===== config.mk =====
export PLATFORM = sky130hd
export DESIGN_NAME = mppt_po_controller
export DESIGN_NICKNAME = d
export VERILOG_FILES = /design/src/rtl/mppt_pkg.sv /design/src/rtl/mppt_po_controller_duty_stepper.sv /design/src/rtl/mppt_po_controller.sv
export SDC_FILE = /design/constraint.sdc
export NUM_CORES = 1
export LEC_CHECK = 0
export ABC_AREA = 1
export BUFFER_PORTS_ARGS = -buffer_cell sky130_fd_sc_hd__buf_2
export CORE_ASPECT_RATIO = 0.7
export CORE_MARGIN = 1.5
export CORE_UTILIZATION = 53
export DETAILED_ROUTE_END_ITERATION = 16
export GPL_TIMING_DRIVEN = 0
export PLACE_DENSITY = 0.8
export SLEW_MARGIN = 10
export SYNTH_ARGS = -nofsm -noshare
export SYNTH_HDL_FRONTEND = slang
export SYNTH_SLANG_ARGS = --single-unit

===== constraint.sdc =====
create_clock -name clk -period 2 [get_ports clk]
set_input_delay 0.1 -clock clk [delete_from_list [all_inputs] [get_ports clk]]
set_output_delay 0.1 -clock clk [all_outputs]
set_load 0.01 [all_outputs]

===== src/rtl/mppt_pkg.sv =====
// mppt_pkg: shared types and default constants for the perturb-and-observe
// MPPT controller.
//   state_t          - controller FSM states
//   DEF_DW / PW      - default sample width and matching power width
//   DEF_DUTY_*       - default duty setpoint limits, initial value and step
package mppt_pkg;

  typedef enum logic [2:0] {
    S_IDLE,
    S_SETTLE,
    S_REQ,
    S_WAIT,
    S_COMPARE,
    S_UPDATE
  } state_t;

  localparam int DEF_DW         = 8;
  localparam int PW             = 2 * DEF_DW;
  localparam int DEF_DUTY_INIT  = 128;
  localparam int DEF_DUTY_MIN   = 16;
  localparam int DEF_DUTY_MAX   = 240;
  localparam int DEF_STEP       = 4;

endpackage


===== src/rtl/mppt_po_controller_duty_stepper.sv =====
// duty_stepper: combinational saturating duty step.
//   duty       in  DW  current duty setpoint
//   direction  in  1   1 = step up by STEP, 0 = step down by STEP
//   next_duty  out DW  stepped duty, clamped to [DUTY_MIN, DUTY_MAX]
//   clamped    out 1   the step landed on or went past a limit
module duty_stepper
  import mppt_pkg::*;
#(
  parameter int DW       = DEF_DW,
  parameter int STEP     = DEF_STEP,
  parameter int DUTY_MIN = DEF_DUTY_MIN,
  parameter int DUTY_MAX = DEF_DUTY_MAX
) (
  input  logic [DW-1:0] duty,
  input  logic          direction,
  output logic [DW-1:0] next_duty,
  output logic          clamped
);

  // One extra bit so that duty + STEP cannot wrap past 2**DW.
  localparam logic [DW:0] STEP_X = (DW+1)'(STEP);
  localparam logic [DW:0] MIN_X  = (DW+1)'(DUTY_MIN);
  localparam logic [DW:0] MAX_X  = (DW+1)'(DUTY_MAX);

  // Returns {clamped, value}. Landing exactly on a limit counts as hitting
  // it, so the controller turns around as soon as it reaches the rail.
  // The down path compares before subtracting, so it never underflows.
  function automatic logic [DW:0] sat_step(input logic [DW-1:0] d,
                                           input logic          up);
    logic [DW:0] ext;
    logic [DW:0] raw;
    ext = {1'b0, d};
    raw = '0;
    if (up) begin
      raw = ext + STEP_X;
      if (raw >= MAX_X) sat_step = {1'b1, MAX_X[DW-1:0]};
      else              sat_step = {1'b0, raw[DW-1:0]};
    end else begin
      if (ext <= MIN_X + STEP_X) begin
        sat_step = {1'b1, MIN_X[DW-1:0]};
      end else begin
        raw      = ext - STEP_X;
        sat_step = {1'b0, raw[DW-1:0]};
      end
    end
  endfunction

  assign {clamped, next_duty} = sat_step(duty, direction);

endmodule


===== src/rtl/mppt_po_controller.sv =====
// mppt_po_controller: perturb-and-observe MPPT sequencer.
// Each iteration: settle after a duty change, request one V/I sample, form
// power = v * i, compare with the previous power to pick the perturbation
// direction, then step the duty setpoint.
//   clk           in  1     system clock
//   reset         in  1     asynchronous, active-high reset
//   enable        in  1     level, high = tracking active
//   v_sample      in  DW    measured voltage, qualified by sample_valid
//   i_sample      in  DW    measured current, qualified by sample_valid
//   sample_valid  in  1     one-cycle strobe from the data collector
//   sample_req    out 1     one-cycle sample request pulse
//   duty          out DW    converter duty setpoint
//   direction     out 1     1 = increasing duty, 0 = decreasing duty
//   power         out 2*DW  last computed power
//   busy          out 1     high in every state except IDLE
//   fault         out 1     sticky sample-timeout flag
module mppt_po_controller
  import mppt_pkg::*;
#(
  parameter int DW          = DEF_DW,
  parameter int SETTLE_CYC  = 16,
  parameter int TIMEOUT_CYC = 64,
  parameter int STEP        = DEF_STEP,
  parameter int DUTY_MIN    = DEF_DUTY_MIN,
  parameter int DUTY_MAX    = DEF_DUTY_MAX,
  parameter int DUTY_INIT   = DEF_DUTY_INIT
) (
  input  logic            clk,
  input  logic            reset,
  input  logic            enable,
  input  logic [DW-1:0]   v_sample,
  input  logic [DW-1:0]   i_sample,
  input  logic            sample_valid,
  output logic            sample_req,
  output logic [DW-1:0]   duty,
  output logic            direction,
  output logic [2*DW-1:0] power,
  output logic            busy,
  output logic            fault
);

  localparam int PWL = 2 * DW;
  localparam int SCW = $clog2(SETTLE_CYC + 1);
  localparam int TCW = $clog2(TIMEOUT_CYC + 1);

  localparam logic [DW-1:0]  INIT_V      = DW'(DUTY_INIT);
  localparam logic [SCW-1:0] SETTLE_LOAD = SCW'(SETTLE_CYC - 1);
  localparam logic [TCW-1:0] TOUT_LOAD   = TCW'(TIMEOUT_CYC - 1);

  state_t          state, state_nxt;
  logic [SCW-1:0]  cnt;
  logic [TCW-1:0]  tcnt;
  logic [PWL-1:0]  p_prev;
  logic            first_flag;
  logic [DW-1:0]   stepped_duty;
  logic            step_clamped;

  duty_stepper #(
    .DW       (DW),
    .STEP     (STEP),
    .DUTY_MIN (DUTY_MIN),
    .DUTY_MAX (DUTY_MAX)
  ) u_stepper (
    .duty      (duty),
    .direction (direction),
    .next_duty (stepped_duty),
    .clamped   (step_clamped)
  );

  // Outputs decoded straight from the state register.
  assign sample_req = (state == S_REQ);
  assign busy       = (state != S_IDLE);

  always_ff @(posedge clk or posedge reset) begin
    if (reset) state <= S_IDLE;
    else       state <= state_nxt;
  end

  always_comb begin
    state_nxt = state;
    if (!enable) begin
      state_nxt = S_IDLE;
    end else begin
      case (state)
        S_IDLE:    state_nxt = S_SETTLE;
        S_SETTLE:  if (cnt == '0) state_nxt = S_REQ;
        S_REQ:     state_nxt = S_WAIT;
        S_WAIT: begin
          if (sample_valid)     state_nxt = S_COMPARE;
          else if (tcnt == '0)  state_nxt = S_REQ;
        end
        S_COMPARE: state_nxt = S_UPDATE;
        S_UPDATE:  state_nxt = S_SETTLE;
        default:   state_nxt = S_IDLE;
      endcase
    end
  end

  always_ff @(posedge clk or posedge reset) begin
    if (reset) begin
      duty       <= INIT_V;
      direction  <= 1'b1;
      power      <= '0;
      fault      <= 1'b0;
      p_prev     <= '0;
      first_flag <= 1'b1;
      cnt        <= '0;
      tcnt       <= '0;
    end else if (!enable) begin
      // Dropping enable reloads the idle setpoint; power and fault persist.
      duty       <= INIT_V;
      direction  <= 1'b1;
      first_flag <= 1'b1;
    end else begin
      case (state)
        S_IDLE: begin
          duty       <= INIT_V;
          direction  <= 1'b1;
          first_flag <= 1'b1;
          fault      <= 1'b0;
          cnt        <= SETTLE_LOAD;
        end
        S_SETTLE: begin
          if (cnt != '0) cnt <= cnt - 1'b1;
        end
        S_REQ: begin
          tcnt <= TOUT_LOAD;
        end
        S_WAIT: begin
          if (sample_valid)    power <= PWL'(v_sample) * PWL'(i_sample);
          else if (tcnt == '0) fault <= 1'b1;
          else                 tcnt  <= tcnt - 1'b1;
        end
        S_COMPARE: begin
          // The first sample after enabling has nothing to compare against.
          if (first_flag)          first_flag <= 1'b0;
          else if (power < p_prev) direction  <= ~direction;
          p_prev <= power;
        end
        S_UPDATE: begin
          duty <= stepped_duty;
          if (step_clamped) direction <= ~direction;
          cnt  <= SETTLE_LOAD;
        end
        default: ;
      endcase
    end
  end

endmodule


==> results.txt <==
On the final layout, the worst hold slack is ~74 ps. Cell internal power was estimated by the tool at between 4 and 5 mW. The critical path is of the input pin to flip-flop type.

The ratio of routed vias to standard cells is 5.34. The final reports fail on negative setup slack. The number of hold violations in the final report was 0. The initial antenna violation count came to 0. The run finished, with violations left. The first detailed-routing pass took 5 iterations.

The maximum number of pins on one net before global-route repair is 36. The number of sinks handled by clock tree synthesis is 56. The core outline area is around 10000 sq um.

The number of antenna diodes is 0. The clock edge transition at the registers on the reported setup and hold paths came out at 70 ps. Of all cell types, the one taking the most synthesized area is dfrtp_1. The later-pin clock latency in the skew report is ~300 ps. The final count of pins violating max slew is 0.

In this run the static leakage power is 3.68 nW. The number of instances in the synthesized netlist is around 740. The slew at the pin closest to its max-slew limit is 528 ps.

The net switching power came out at ~3.9 mW. The netlist area before placement is approximately 5500 sq um. The worst setup margin came out at -1300 ps. The boundary pin count is 48. The share of synthesized registers carrying an async set or reset is 1.00. Setup repair after global routing could not meet its margin everywhere.

The accumulated negative setup slack is -12,620 ps. The quantity of I/O buffers inserted on ports came out at 29. After synthesis, the netlist uses 41 different library cells.

TritonCTS built the clock tree. After synthesis, the most frequently instantiated cells are 175 x nand2_1, 170 x inv_1, 58 x ha_1. STA classifies the critical path startpoint as an input pin. The most frequently used cell type in the post-synthesis netlist is nand2_1. The share of final-layout standard cells stronger than drive strength 1 came out at 0.248. The critical path goes through clkbuf_16 > nand2_4 > inv_2 > fa_1 > fa_1 > fa_1 > inv_2 > fa_1 > inv_2 > ha_4 > nand2_4 > o21ai_1 > nand2_1 > nand3_1 > nand2_1 > nand3_1 > o21ai_1. The minimum period implied by the final worst setup slack came out at 3300 ps.

The arrival time of data at the critical path endpoint came out at 3480 ps. The flip-flop and latch count after synthesis came out at 56. For this run, the total global-route usage over all layers was measured as 0.249. The layout has about 760 filler cells.

The number of buffers created by CTS is 5. The most used flip-flop cell after synthesis is dfrtp_1. The worst setup path is captured at a flip-flop.

The number of nets still failing antenna checks after routing is 0. The final RePlAce weighted congestion is between 0.8 and 0.9. The cell chosen for the clock root is clkbuf_16. The H-tree level count came out at 2. The path class of the tightest hold or removal check is input pin to flip-flop. The total wire length is roughly 13 mm. Of the total power, the clock network draws 0.108. The maximum clock frequency came out at 303 MHz.

Counting flops with a built-in enable in the synthesized netlist gives 0. The remaining global-route overflow is 0. The post-route total power is about 8 mW.

The die extent in y came out at 88.1 um. The average size of a mapped cell came out at between 7 and 8 sq um. Between clock sinks in the finished design, the worst skew comes to around 7.6 ps. Sorting the synthesized cells by area gives the leading types as dfrtp_1 24%, ha_1 13%, fa_1 13%.

The most used cell along the critical path is fa_1. The biggest cell delay along the critical path is 540 ps. The number of DRC markers in iteration 0 came out at 301. The number of remaining DRC errors is 0. The wire length of the first global-routing pass is roughly 22 mm. The number of nets in the final layout came out at 903. The floorplan step defined a die boundary enclosing 11,000 sq um. For this run, the register share of the synthesized area comes to 0.256. The maximum vdd drop is roughly 0.65 mV.

Of the total power, registers draw 0.241. The synthesis warning total is 0. The maximum count of clock buffers along a single path came out at 2. For the worst setup path, the data required time is around 2200 ps.

Dividing the detail-routed wire length by the instance count gives about 14 um. The via total after detailed routing is 4,904. Of the total power, combinational logic draws 0.651. The number of setup violations in the final report is 12. The horizontal extent of the die is between 100 and 150 um. The power density relative to cell area is approximately 1200 nW/um^2. The switching part of the total power is 0.480. The effective utilization at floorplan is 0.556. Summed over all nets, the half-perimeter wirelength after detailed placement is around 10 mm. The final worst-path cycle share is 1.65.

The slowest stage of the critical path is the fa_1 cell. The area added between synthesis and finish is 23.0%. The worst-path maximum fanout came out at 6. Headroom to the max-slew limit came out at 0.648. The floorplan has 30 rows. The number of global-route vias before repair came out at between 4,000 and 5,000. The number of max-cap violations came out at 0. The top-area cell type share of the netlist area came out at 0.242.
-- cell families (layout without fill, tap and decap cells) --
group | Yosys count | in the layout | synth area share
adder cells (fa/ha/maj) | 94 | 94 | 0.264
buffers and inverters | 200 | 250 | 0.140
flip-flops | 56 | 56 | 0.256
AO/OA/AOI/OAI | 94 | 94 | 0.0930
AND/OR/NAND/NOR | 287 | 287 | 0.235
XOR/XNOR | 7 | 7 | 0.0112
other | 1 | 2 | 0.000683
-- per-stage QoR --
stage	setup WS [ps]	area, sq um	instances	utilization
6_report	-1300	6750	918	0.683
5_1_grt	-1420	6750	918	0.683
4_1_cts	-1260	6550	913	0.663
3_5_place_dp	-1730	6130	898	0.621
3_3_place_gp	-1650	6110	897	0.619
2_1_floorplan	-1440	5800	740	-
-- flip-flops by register name, summed over array words and instances, names as in the netlist --
| signal | cells |
|---|---|
| state | 3 |
| tcnt | 7 |
| fault | 1 |
| first_flag | 1 |
| duty | 6 |
| direction | 1 |
| power | 16 |
| cnt | 5 |
| p_prev | 16 |
-- placed cells by master (no fill, tap or decap), types with 27 or more instances in the layout --
cell type,synthesis,routed
nand2_1,175,151
inv_1,170,145
dfrtp_1,53,53
ha_1,58,48
o21ai_0,46,36
buf_2,3,31
fa_1,36,30
inv_2,6,29
nor2_1,34,28
nand3_1,33,27
-- power by group through the flow --
stage	clock network (mW)	registers (mW)	logic, mW
after floorplan	0	1.95	3.23
after global placement	0	1.92	4.11
after detailed placement	0	1.95	4.28
after CTS	0.874	1.94	4.83
after global routing	0.925	1.99	5.85
final	0.873	1.94	5.26
-- metal layers --
metal	track usage	routed length, um	vias to the layer above
met4	0.0366	58	0
met1	0.344	6120	2399
met5	0	0	-
met2	0.428	6300	130
li1	-	-	2370
met3	0.0415	725	5
-- area by class of cell --
type,count,area [sq um],area share
multi-input cells,484,3790,0.562
flip-flops and latches,56,1410,0.208
inverters,177,674,0.100
plain buffers,23,304,0.0451
repair buffers,42,274,0.0406
well taps,128,160,0.0237
clock buffers,7,133,0.0197
clock inverters,1,5.00,0.000742
-- path summary, 6_finish.rpt --
| kind | startpoint | end | slack (ps) | cells after the start |
|---|---|---|---|---|
| worst max register to register | duty[2] | duty[4] | 120 | 9 |
| max in group asynchronous | reset | direction | 1000 | 4 |
| worst min-delay path | sample_valid | state[1] | 70 | 2 |
| min in group asynchronous | reset | p_prev[3] | 370 | 3 |
| worst min register to register | p_prev[12] | p_prev[12] | 490 | 2 |
| worst max-delay path | v_sample[2] | power[15] | -1300 | 17 |
-- worst max-delay path, delay by kind of cell --
kind            cells  cell delay (ps)
compound gates      2              270
fa+ha+maj           5             2370
buf+inv             4              260
simple gates        6              480
-- what timing repair did --
item                                    in CTS  in global routing
endpoints found under the hold margin       21                  0
resized for setup                           50                 42
gates cloned                                 0                  0
hold buffers                                 1                  0
pin swaps                                   31                 19
endpoints found under the setup margin      12                 13
setup buffers                                6                  5
No activity file was read; power rests on OpenSTA's default activity.
